==> config.mk <==
export PLATFORM = sky130hd
export DESIGN_NAME = fetch_unit
export DESIGN_NICKNAME = d
export VERILOG_FILES = /design/src/rtl/fetch_pkg.sv /design/src/rtl/fetch_skid_buf.sv /design/src/rtl/fetch_unit.sv
export SDC_FILE = /design/constraint.sdc
export NUM_CORES = 1
export LEC_CHECK = 0
export CORE_AREA = 2 2 158 160
export CTS_CLUSTER_DIAMETER = 200
export DETAILED_ROUTE_END_ITERATION = 10
export DIE_AREA = 0 0 160 162
export GPL_TIMING_DRIVEN = 0
export HOLD_SLACK_MARGIN = 0.03
export PLACE_DENSITY = 0.5
export SYNTH_ARGS = -nofsm -noshare
export SYNTH_HDL_FRONTEND = slang
export SYNTH_SLANG_ARGS = --single-unit
==> constraint.sdc <==
create_clock -name clk -period 4.32 [get_ports clk]
set_input_delay 1.296 -clock clk [delete_from_list [all_inputs] [get_ports clk]]
set_output_delay 1.296 -clock clk [all_outputs]
set_load 0.02 [all_outputs]
==> src/rtl/fetch_pkg.sv <==
// Shared types and constants for the instruction fetch stage.
package fetch_pkg;

    localparam int unsigned INSTR_W     = 32;
    localparam logic [5:0]  HALT_OPCODE = 6'h3F;

    typedef enum logic [1:0] {
        FETCH,
        WAIT,
        HOLD,
        HALTED
    } fetch_state_t;

    function automatic logic is_halt(input logic [INSTR_W-1:0] instr);
        return instr[31:26] == HALT_OPCODE;
    endfunction

endpackage

==> src/rtl/fetch_skid_buf.sv <==
// One-entry skid buffer holding a fetched word and its pc+4 while decode stalls.
module fetch_skid_buf
    import fetch_pkg::*;
(
    input  logic               clk,
    input  logic               rst,
    input  logic               load,
    input  logic               drain,
    input  logic               flush,
    input  logic [INSTR_W-1:0] load_instr,
    input  logic [31:0]        load_pc4,
    output logic               valid,
    output logic [INSTR_W-1:0] instr,
    output logic [31:0]        pc4
);

    always_ff @(posedge clk or negedge rst) begin
        if (!rst) begin
            valid <= 1'b0;
            instr <= '0;
            pc4   <= '0;
        end else if (flush) begin
            valid <= 1'b0;
        end else if (load) begin
            valid <= 1'b1;
            instr <= load_instr;
            pc4   <= load_pc4;
        end else if (drain) begin
            valid <= 1'b0;
        end
    end

endmodule

==> src/rtl/fetch_unit.sv <==
// MIPS instruction fetch stage: PC, single-outstanding imem requests, IF/ID register.
// Optional feature: define FETCH_HALT_EN to stop fetching on the HALT opcode.
module fetch_unit
    import fetch_pkg::*;
#(
    parameter logic [31:0] RESET_PC = 32'h0000_0000
) (
    input  logic               clk,
    input  logic               rst,
    output logic               imem_req,
    output logic [31:0]        imem_addr,
    input  logic               imem_ready,
    input  logic               imem_rvalid,
    input  logic [INSTR_W-1:0] imem_rdata,
    input  logic               stall,
    input  logic               redirect,
    input  logic [31:0]        redirect_pc,
    output logic               if_id_valid,
    output logic [INSTR_W-1:0] if_id_instr,
    output logic [31:0]        if_id_pc4,
    output logic               halted
);

    fetch_state_t       state, state_n;
    logic [31:0]        pc, pc_n;
    logic               kill, kill_n;
    logic               load_ifid, clr_ifid;
    logic [INSTR_W-1:0] ld_instr;
    logic [31:0]        ld_pc4;
    logic               buf_load, buf_drain, buf_flush;
    logic               buf_valid;
    logic [INSTR_W-1:0] buf_instr;
    logic [31:0]        buf_pc4;

    assign imem_req  = (state == FETCH);
    assign imem_addr = pc;

    always_ff @(posedge clk or negedge rst) begin
        if (!rst) begin
            state <= FETCH;
            pc    <= RESET_PC;
            kill  <= 1'b0;
        end else begin
            state <= state_n;
            pc    <= pc_n;
            kill  <= kill_n;
        end
    end

    // pc is advanced on acceptance, so while in WAIT it already equals the word's pc+4.
    always_comb begin
        state_n   = state;
        pc_n      = pc;
        kill_n    = kill;
        load_ifid = 1'b0;
        clr_ifid  = 1'b0;
        ld_instr  = imem_rdata;
        ld_pc4    = pc;
        buf_load  = 1'b0;
        buf_drain = 1'b0;
        buf_flush = 1'b0;
        if (redirect) begin
            pc_n      = {redirect_pc[31:2], 2'b00};
            clr_ifid  = 1'b1;
            buf_flush = 1'b1;
            state_n   = FETCH;
            kill_n    = 1'b0;
            if ((state == WAIT && !imem_rvalid) || (state == FETCH && imem_ready)) begin
                kill_n  = 1'b1;
                state_n = WAIT;
            end
        end else begin
            case (state)
                FETCH: begin
                    if (imem_ready) begin
                        pc_n    = pc + 32'd4;
                        state_n = WAIT;
                    end
                end
                WAIT: begin
                    if (imem_rvalid) begin
                        if (kill) begin
                            kill_n  = 1'b0;
                            state_n = FETCH;
                        end else if (!if_id_valid || !stall) begin
                            load_ifid = 1'b1;
                            state_n   = FETCH;
                        end else begin
                            buf_load = 1'b1;
                            state_n  = HOLD;
                        end
                    end
                end
                HOLD: begin
                    if (!stall && buf_valid) begin
                        load_ifid = 1'b1;
                        ld_instr  = buf_instr;
                        ld_pc4    = buf_pc4;
                        buf_drain = 1'b1;
                        state_n   = FETCH;
                    end
                end
                HALTED: ;
                default: state_n = FETCH;
            endcase
`ifdef FETCH_HALT_EN
            if (load_ifid && is_halt(ld_instr)) begin
                state_n = HALTED;
            end
`endif
        end
    end

    always_ff @(posedge clk or negedge rst) begin
        if (!rst) begin
            if_id_valid <= 1'b0;
            if_id_instr <= '0;
            if_id_pc4   <= '0;
        end else if (clr_ifid) begin
            if_id_valid <= 1'b0;
        end else if (load_ifid) begin
            if_id_valid <= 1'b1;
            if_id_instr <= ld_instr;
            if_id_pc4   <= ld_pc4;
        end else if (!stall) begin
            if_id_valid <= 1'b0;
        end
    end

`ifdef FETCH_HALT_EN
    always_ff @(posedge clk or negedge rst) begin
        if (!rst) begin
            halted <= 1'b0;
        end else begin
            halted <= (state_n == HALTED);
        end
    end
`else
    assign halted = 1'b0;
`endif

    fetch_skid_buf u_skid (
        .clk        (clk),
        .rst        (rst),
        .load       (buf_load),
        .drain      (buf_drain),
        .flush      (buf_flush),
        .load_instr (imem_rdata),
        .load_pc4   (pc),
        .valid      (buf_valid),
        .instr      (buf_instr),
        .pc4        (buf_pc4)
    );

endmodule

==> out/qor.csv, run 1 <==
metric,value,unit
IO buf count,160,
PwrDens,590,nW/um^2
CORE AREA,24100,um^2
Die Area,25900,um^2
CTS Hold Bufs,0,
Worst Setup SP,stall,
pre-CTS setup slack,212,ps
"commonest non-fill, non-tap cell in the layout",mux2_2,
die width,160,um
async set or reset register ratio after synthesis,100,%
CTS root buffer,clkbuf_16,
gr ovfl total,0,
cell area after layout,10100,um^2
final worst slack,719,ps
Synth Area in Compound Gates,5.19,%
Setup-failing EPs final,0,
Slew @ Worst Pin,780,ps
Worst Skew,9.32,ps
I/O pins,169,
CTS tree,built,
status,"finished, final reports clean",
worst path cell trace,clkdlybuf4s50_1 > nor4bb_1 > clkbuf_1 > buf_2 > mux2_2 > mux2_2,
Routed Wire Length,19.8,mm
height of the die,162,um
post-synthesis cell area,7440,um^2
Simple-Gate Fraction of Synth Area,8.30,%
Slowest Stage Delay on Critical Path,560,ps
Critical Path AT,3920,ps
DR pass1 iterations,4,
post-synth cell types,41,
clk_lat worst skew,430,ps
final-stage net count,839,
worst-path maximum fanout,10,
min-delay src,u_skid.pc4[31]$_DFFE_PN0P_,
startpoint types,input port,
fin. max-slew vios,0,
leakage power,4.20,nW
CP most frequent cell,mux2_2,
largest net degree at the start of global routing,102,
Placement Cell Area,9500,um^2
minimum clock period,3600,ps
mux contribution to synthesized area,27.9,%
Layout area overhead,36.0,%
number of flops mapped to enable cells by yosys,0,
critical path type,input port to register,
GRT Resource Usage Total,15.7,%
clk sink count,159,
Vias/cell,4.88,
vias in the first global route,5706,
Synth Flop Type,dfrtp_1,
Post-Synth XOR/XNOR Area,1.29,%
largest family of logic cells by synthesized area,multiplexers,
final hold vios,0,
Ys Warns,0,
R2R depth,7,
Detail Route Antenna Nets,0,
clock-pin transition on the worst setup and hold timing paths,70,ps
antenna cells,0,
Detailed Place HPWL,14.2,mm
RSZ-0062 raised after global routing,false,
share of cells above drive strength 1,31.2,%
Residual DRC,0,
clk buf depth,2,
post-CTS setup buffer count,0,
"Req. time, crit path",4630,ps
Initial Util,30.9,%
Gate Count Post-Synth,581,
WHS Endpoint,u_skid.pc4[31]$_DFFE_PN0P_,
cts repair resizes,0,
Avg Inst Size Synth,12.8,um^2
starting DRC count in detailed routing,211,
crit share post-route,83.3,%
Fmax,0.278,GHz
min-delay worst type,register to register,
Hold Path Depth,1,
share of the yosys chip area belonging to registers,53.5,%
TritonCTS buffer count,17,
TNS Setup,0,ps
GP Congestion,0.760,
CP max-delay cell,clkbuf_1,
Slew headroom,47.7,%
routed vias,5380,
most frequent cells in the layout,"182 x mux2_2, 159 x dfrtp_1, 159 x clkdlybuf4s50_1",
first-pass GRT wire length,31.9,mm
reg2reg end,if_id_instr[28]$_DFFE_PN0P_,
Fillers,2346,
#FFs+latches synth,159,
initial antenna violation count,0,
FP Rows,57,
# Max-Cap Violations,0,
VDD IR max,0.262,mV
synthesized-area fraction occupied by adder cells,0.672,%
Worst Setup End Kind,register,
H-tree Lvls,4,
reg-to-reg critical path startpoint,state[0]$_DFFE_PN0P_,
internal reg-to-reg setup slack,1450,ps
drt wl/cell,17.9,um
==> cell usage after synthesis (3+ instances only) <==
master	instances	area (um^2)
nand3_1	14	70.1
and4_1	5	43.8
or4_1	17	128
nor4_1	4	25.0
xor2_1	6	52.6
o31ai_1	16	120
nand2b_1	3	18.8
buf_1	3	11.3
nor2_1	17	63.8
inv_1	9	33.8
xnor2_1	5	43.8
dfrtp_1	159	3980
mux2i_1	3	30.0
or3_1	4	25.0
o21ai_0	18	90.1
buf_2	12	60.1
nand2_1	31	116
a31oi_1	17	106
clkbuf_1	18	67.6
nand4_1	6	37.5
ha_1	4	50.1
and3_1	3	18.8
buf_4	5	37.5
mux2_2	182	2050
==> routing by layer <==
metal | share of wire, % | wire length [um] | vias to the layer above | GRT usage, %
met5 | 0 | 0 | - | 0
met4 | 1.7 | 340 | 0 | 5.53
met3 | 3.9 | 773 | 26 | 3.35
met2 | 49 | 9590 | 119 | 26.1
met1 | 46 | 9050 | 2744 | 20.5
li1 | - | - | 2491 | -
==> sequential cells by signal, indices dropped and copies added (netlist names), 2 cells and up <==
register and flops:
state 2, u_skid.pc4 30, if_id_pc4 30, u_skid.instr 32
imem_addr 30, if_id_instr 32
==> layout make-up <==
| cell class | instances | area, um^2 | share of cell area [%] |
|---|---|---|---|
| buffer | 40 | 193 | 1.90 |
| clock buffer | 18 | 439 | 4.34 |
| clock inverter | 14 | 180 | 1.78 |
| inverter | 10 | 37.5 | 0.371 |
| multi-input combinational | 376 | 3250 | 32.2 |
| sequential | 159 | 3980 | 39.3 |
| tap | 324 | 405 | 4.00 |
| timing repair buffer | 161 | 1630 | 16.1 |
==> through the flow <==
stage | utilization (%) | power [W] | hold slack, ps | cells
after detailed placement | 39.4 | 0.00444 | 490 | 1070
after global routing | 42.0 | 0.00631 | 518 | 1102
final | 42.0 | 0.00597 | 501 | 1102
after CTS | 42.0 | 0.00607 | 506 | 1102
after floorplan | - | 0.00343 | 475 | 585
after global placement | 39.3 | 0.00438 | 484 | 1069
==> cells by family after synthesis <==
family / Yosys count
muxes: 185
DFF: 159
and+or+nand+nor: 111
AOI/OAI and AO/OA: 60
buffers and inverters: 50
xor gates and xnor gates: 11
adders and majority gates: 4
other: 1
==> critical path, delay by kind of cell <==
kind,cells,cell delay [ps]
mux,2,640
buf+inv,3,1420
simple gates,1,540
==> how the worst max path moves through the flow <==
stage               slack [ps]                     endpoint
CTS                        660  if_id_instr[29]$_DFFE_PN0P_
global placement         -4860   if_id_instr[6]$_DFFE_PN0P_
finish                     720  if_id_instr[28]$_DFFE_PN0P_
detailed placement         210  if_id_instr[29]$_DFFE_PN0P_
global route               490  if_id_instr[29]$_DFFE_PN0P_
floorplan                 1190   if_id_instr[0]$_DFFE_PN0P_
==> power by group <==
group / leakage, nW / switching [W] / total (W) / internal [W]
Clock: 0.303 / 0.000659 / 0.00160 / 0.000936
Sequential: 2.00 / 0.000309 / 0.00235 / 0.00204
Combinational: 1.90 / 0.000913 / 0.00203 / 0.00112
Total: 4.20 / 0.00188 / 0.00597 / 0.00409
Note: power is estimated with default switching activity, not from simulation.
==> run 2: changes to the inputs <==
- clock period: 4.32 -> 3.6 ns (I/O delays scaled with it)
==> run 2 against run 1 <==
Net effect: cell area about the same; die area stayed put; worst setup slack got worse by 350 ps; utilization is essentially flat; sequential cell count unchanged; non-clock buffer count unchanged; combinational power grew 20%; first-iteration DRC count fell by 0.95%; global-route usage unchanged; critical path type unchanged; largest cell class unchanged; largest power group unchanged.
==> out/qor.csv, run 2 (same netlist as run 1, synthesis figures left out) <==
metric,value,unit
most frequent cells in the layout,"182 x mux2_2, 159 x dfrtp_1, 159 x clkdlybuf4s50_1",
routed vias,5374,
starting DRC count in detailed routing,209,
CTS root buffer,clkbuf_16,
CTS Hold Bufs,0,
worst path cell trace,clkdlybuf4s50_1 > nand3b_1 > a21oi_1 > o21ba_2 > clkbuf_1 > buf_1 > mux2_2,
clock-pin transition on the worst setup and hold timing paths,70,ps
Detailed Place HPWL,14.2,mm
final hold vios,0,
Worst Setup End Kind,register,
cts repair resizes,0,
post-CTS setup buffer count,0,
DR pass1 iterations,4,
clk_lat worst skew,430,ps
antenna cells,0,
critical path type,input port to register,
worst-path maximum fanout,10,
register area,3980,um^2
Hold WS,501,ps
Slew @ Worst Pin,780,ps
fin. max-slew vios,0,
FP Rows,57,
GP Congestion,0.760,
Layout area overhead,36.0,%
clk sink count,159,
startpoint types,input port,
Die Area,25900,um^2
cell family with most CP delay,buffers and inverters,
Multi-input gate area,3250,um^2
Residual DRC,0,
H-tree Lvls,4,
CTS tree,built,
initial antenna violation count,0,
Vias/cell,4.88,
Reg power frac,39.3,%
Int Pwr,0.00491,W
Slowest Stage Delay on Critical Path,600,ps
VDD IR max,0.314,mV
biggest regs,"if_id_instr (32), u_skid.instr (32)",
leakage power,4.20,nW
min-delay worst type,register to register,
switching pwr,0.00226,W
"commonest non-fill, non-tap cell in the layout",mux2_2,
IO buf count,160,
CP max-delay cell,buf_1,
PwrDens,708,nW/um^2
CORE AREA,24100,um^2
pre-CTS setup slack,-292,ps
GRT Resource Usage Total,15.7,%
"Req. time, crit path",3920,ps
Worst Skew,9.31,ps
final-stage net count,839,
CP Buf/Inv Count,3,
share of cells above drive strength 1,31.4,%
crit share post-route,89.6,%
minimum clock period,3230,ps
height of the die,162,um
Slew headroom,47.7,%
TNS Setup,0,ps
Comb pwr share,34.0,%
first-pass GRT wire length,31.9,mm
clock share of power,26.7,%
final worst slack,374,ps
"non-filler cells, final",1102,
Fmax,0.310,GHz
status,"finished, final reports clean",
Setup-failing EPs final,0,
Fillers,2346,
TritonCTS buffer count,17,
Initial Util,30.9,%
cell count after placement,1070,
clk buf depth,2,
gr ovfl total,0,
drt wl/cell,17.9,um
Sw Ratio,31.5,%
Detail Route Antenna Nets,0,
# Max-Cap Violations,0,
vias in the first global route,5706,
I/O pins,169,
Critical Path AT,3540,ps
Routed Wire Length,19.8,mm
die width,160,um
RSZ-0062 raised after global routing,false,
largest net degree at the start of global routing,102,
run 2: cell count changes in the layout (fill, tap and decap cells not counted):
| cell | previous run | this run |
|---|---|---|
| clkbuf_2 | 1 | 2 |
| clkbuf_1 | 18 | 17 |
run 2: area by class of cell:
cell class,count,share of cell area [%]
Buffer,40,1.92
Clock buffer,18,4.34
Clock inverter,14,1.78
Inverter,10,0.371
Multi-Input combinational cell,376,32.1
Sequential cell,159,39.3
Tap cell,324,4.00
Timing Repair Buffer,161,16.1
run 2: path summary, 6_finish.rpt:
path / start / to / slack (ps) / depth (start not counted)
min in group asynchronous: rst / if_id_pc4[9]$_DFFE_PN0P_ / 570 / 1
worst max-delay path: imem_rvalid / if_id_pc4[23]$_DFFE_PN0P_ / 370 / 7
worst max register to register: state[1]$_DFFE_PN0P_ / if_id_pc4[23]$_DFFE_PN0P_ / 850 / 8
max in group asynchronous: rst / if_id_instr[0]$_DFFE_PN0P_ / 2130 / 2
worst min register to register: u_skid.pc4[31]$_DFFE_PN0P_ / u_skid.pc4[31]$_DFFE_PN0P_ / 500 / 1
worst min-delay path: u_skid.pc4[31]$_DFFE_PN0P_ / u_skid.pc4[31]$_DFFE_PN0P_ / 500 / 1
run 2: per-stage QoR:
stage	util [%]	area [um^2]	total power [W]
finish	42.0	10100	0.00717
global route	42.0	10100	0.00757
CTS	42.0	10100	0.00728
detailed placement	39.4	9500	0.00533
global placement	39.3	9470	0.00525
floorplan	-	7460	0.00412
run 2: metal layers:
layer,global-route usage (%),up-vias,part of all wire [%]
met5,0,-,0
met4,5.53,0,1.7
met3,3.35,26,3.9
met2,26.1,115,49
met1,20.5,2742,46
li1,-,2491,-
run 2: power groups by stage:
stage                     logic [W]  clock network (W)  registers, W
after floorplan            0.000872                  0       0.00325
after global placement      0.00243                  0       0.00282
after detailed placement    0.00247                  0       0.00286
after CTS                   0.00248            0.00197       0.00283
after global routing        0.00261            0.00205       0.00291
final                       0.00244            0.00191       0.00281
run 2: worst reg2reg max path, stage by stage (launching register included):
cell      delay [ps]
dfrtp_1          380
inv_1            100
ha_1             220
nand3b_1         150
a21oi_1          150
o21ba_2          150
clkbuf_1         480
buf_1            600
mux2_2           410
==> run 3: changes to the inputs <==
- CTS_BUF_LIST: unset -> sky130_fd_sc_hd__clkbuf_8
- REMOVE_ABC_BUFFERS: unset -> 1
==> run 3 against run 2 <==
Net effect: sequential cell count did not move; first-iteration DRC count fell by 12%; global-route usage fell by 1.1 points; utilization fell by 0.74 points; clock skew rose by 1.0 ps; cell area fell by 1.8%; sequential power barely moved; largest power group unchanged; maximum frequency fell by 4.0%; highest routed layer unchanged.
==> out/qor.csv, run 3 (same netlist as run 1, synthesis figures left out) <==
metric,value,unit
status,"finished, final reports clean",
Fillers,2296,
clock-pin transition on the worst setup and hold timing paths,80,ps
TNS Setup,0,ps
drt wl/cell,17.4,um
CTS tree,built,
Multi-input gate area,3280,um^2
Worst Skew,10.3,ps
Layout area overhead,33.6,%
startpoint types,input port,
GRT Resource Usage Total,14.6,%
routed vias,5166,
leakage power,4.08,nW
cell count after placement,1043,
clk_lat worst skew,440,ps
Vias/cell,4.79,
worst-path maximum fanout,35,
PwrDens,668,nW/um^2
cell area after layout,9950,um^2
height of the die,162,um
Residual DRC,0,
TritonCTS buffer count,17,
clk sink count,159,
crit share post-route,93.4,%
min-delay src,u_skid.pc4[22]$_DFFE_PN0P_,
initial antenna violation count,0,
Worst Setup SP,redirect,
Die Area,25900,um^2
final hold vios,0,
die width,160,um
most frequent cells in the layout,"182 x mux2_2, 159 x dfrtp_1, 159 x clkdlybuf4s50_1",
Worst Setup End Kind,register,
IO buf count,161,
fin. max-slew vios,0,
Critical Path AT,3690,ps
"commonest non-fill, non-tap cell in the layout",mux2_2,
Slew headroom,8.51,%
final-stage net count,815,
met2 usage,23.6,%
antenna cells,0,
register area,3980,um^2
overall power,0.00664,W
RSZ-0062 raised after global routing,false,
grt met3 use,4.06,%
reg-to-reg critical path startpoint,state[1]$_DFFE_PN0P_,
worst path cell trace,dlygate4sd2_1 > inv_4 > nand2_1 > o21ba_4 > buf_12 > mux2_2,
starting DRC count in detailed routing,183,
GP Congestion,0.733,
met1 Use GR,19.1,%
minimum clock period,3360,ps
clk buf depth,2,
CTS root buffer,clkbuf_8,
final worst slack,238,ps
# Max-Cap Violations,0,
gr ovfl total,0,
share of cells above drive strength 1,31.6,%
biggest regs,"if_id_instr (32), u_skid.instr (32)",
Fmax,0.297,GHz
vias in the first global route,5407,
"non-filler cells, final",1078,
Detail Route Antenna Nets,0,
CORE AREA,24100,um^2
pre-CTS setup slack,-1180,ps
Routed Wire Length,18.7,mm
first-pass GRT wire length,29.6,mm
"Req. time, crit path",3920,ps
Slew @ Worst Pin,1370,ps
Detailed Place HPWL,13.0,mm
critical path type,input port to register,
Setup-failing EPs final,0,
CP max-delay cell,dlygate4sd2_1,
grt peak-use layer,met2,
min-delay worst type,register to register,
largest net degree at the start of global routing,84,
Placement Cell Area,9500,um^2
I/O pins,169,
VDD IR max,0.306,mV
Slowest Stage Delay on Critical Path,680,ps
Initial Util,30.9,%
DR pass1 iterations,5,
FP Rows,57,
H-tree Lvls,4,
run 3: critical path, delay by kind of cell:
kind,cells,cell delay (ps)
compound gates,1,610
buf+inv,3,1410
simple gates,1,160
mux,1,370
run 3: path summary, 6_finish.rpt:
| kind | end | slack (ps) | depth (start not counted) |
|---|---|---|---|
| min in group asynchronous | u_skid.valid$_DFFE_PN0P_ | 610 | 1 |
| max in group asynchronous | u_skid.instr[11]$_DFFE_PN0P_ | 2180 | 2 |
| setup / recovery | if_id_pc4[24]$_DFFE_PN0P_ | 240 | 6 |
| hold / removal | u_skid.pc4[22]$_DFFE_PN0P_ | 510 | 1 |
| hold reg to reg | u_skid.pc4[22]$_DFFE_PN0P_ | 510 | 1 |
| setup reg to reg | u_skid.instr[18]$_DFFE_PN0P_ | 930 | 8 |
run 3: power by group:
part,total [W],switching (W),internal [W]
clock,0.00142,0.000719,0.000697
sequential,0.00281,0.000372,0.00244
combinational,0.00242,0.00108,0.00134
total,0.00664,0.00217,0.00448
run 3: per-stage QoR:
step	utilization [%]	hold WS [ps]
after floorplan	-	475
after global placement	38.5	483
after detailed placement	39.4	489
after CTS	41.2	510
after global routing	41.3	518
final	41.3	505
run 3: final cells by class:
cell class | count | share of cell area (%)
Sequential cell | 159 | 40.0
Multi-Input combinational cell | 376 | 32.9
Tap cell | 324 | 4.08
Timing Repair inverter | 1 | 0.0755
Clock inverter | 15 | 1.85
Inverter | 10 | 0.403
Timing Repair Buffer | 176 | 18.3
Clock buffer | 17 | 2.35
run 3: metal layers:
layer | wire length [um] | part of all wire (%)
met5 | 0 | 0
met2 | 8980 | 48
met3 | 1040 | 5.6
met1 | 8430 | 45
met4 | 255 | 1.4
run 3: repair_timing:
action / in CTS / in global routing
pin swaps: 1 / 0
gates resized for setup: 2 / 0
hold buffers: 0 / 0
endpoints found under the setup margin: 75 / 34
gates cloned: 0 / 1
buffers inserted: 2 / 0
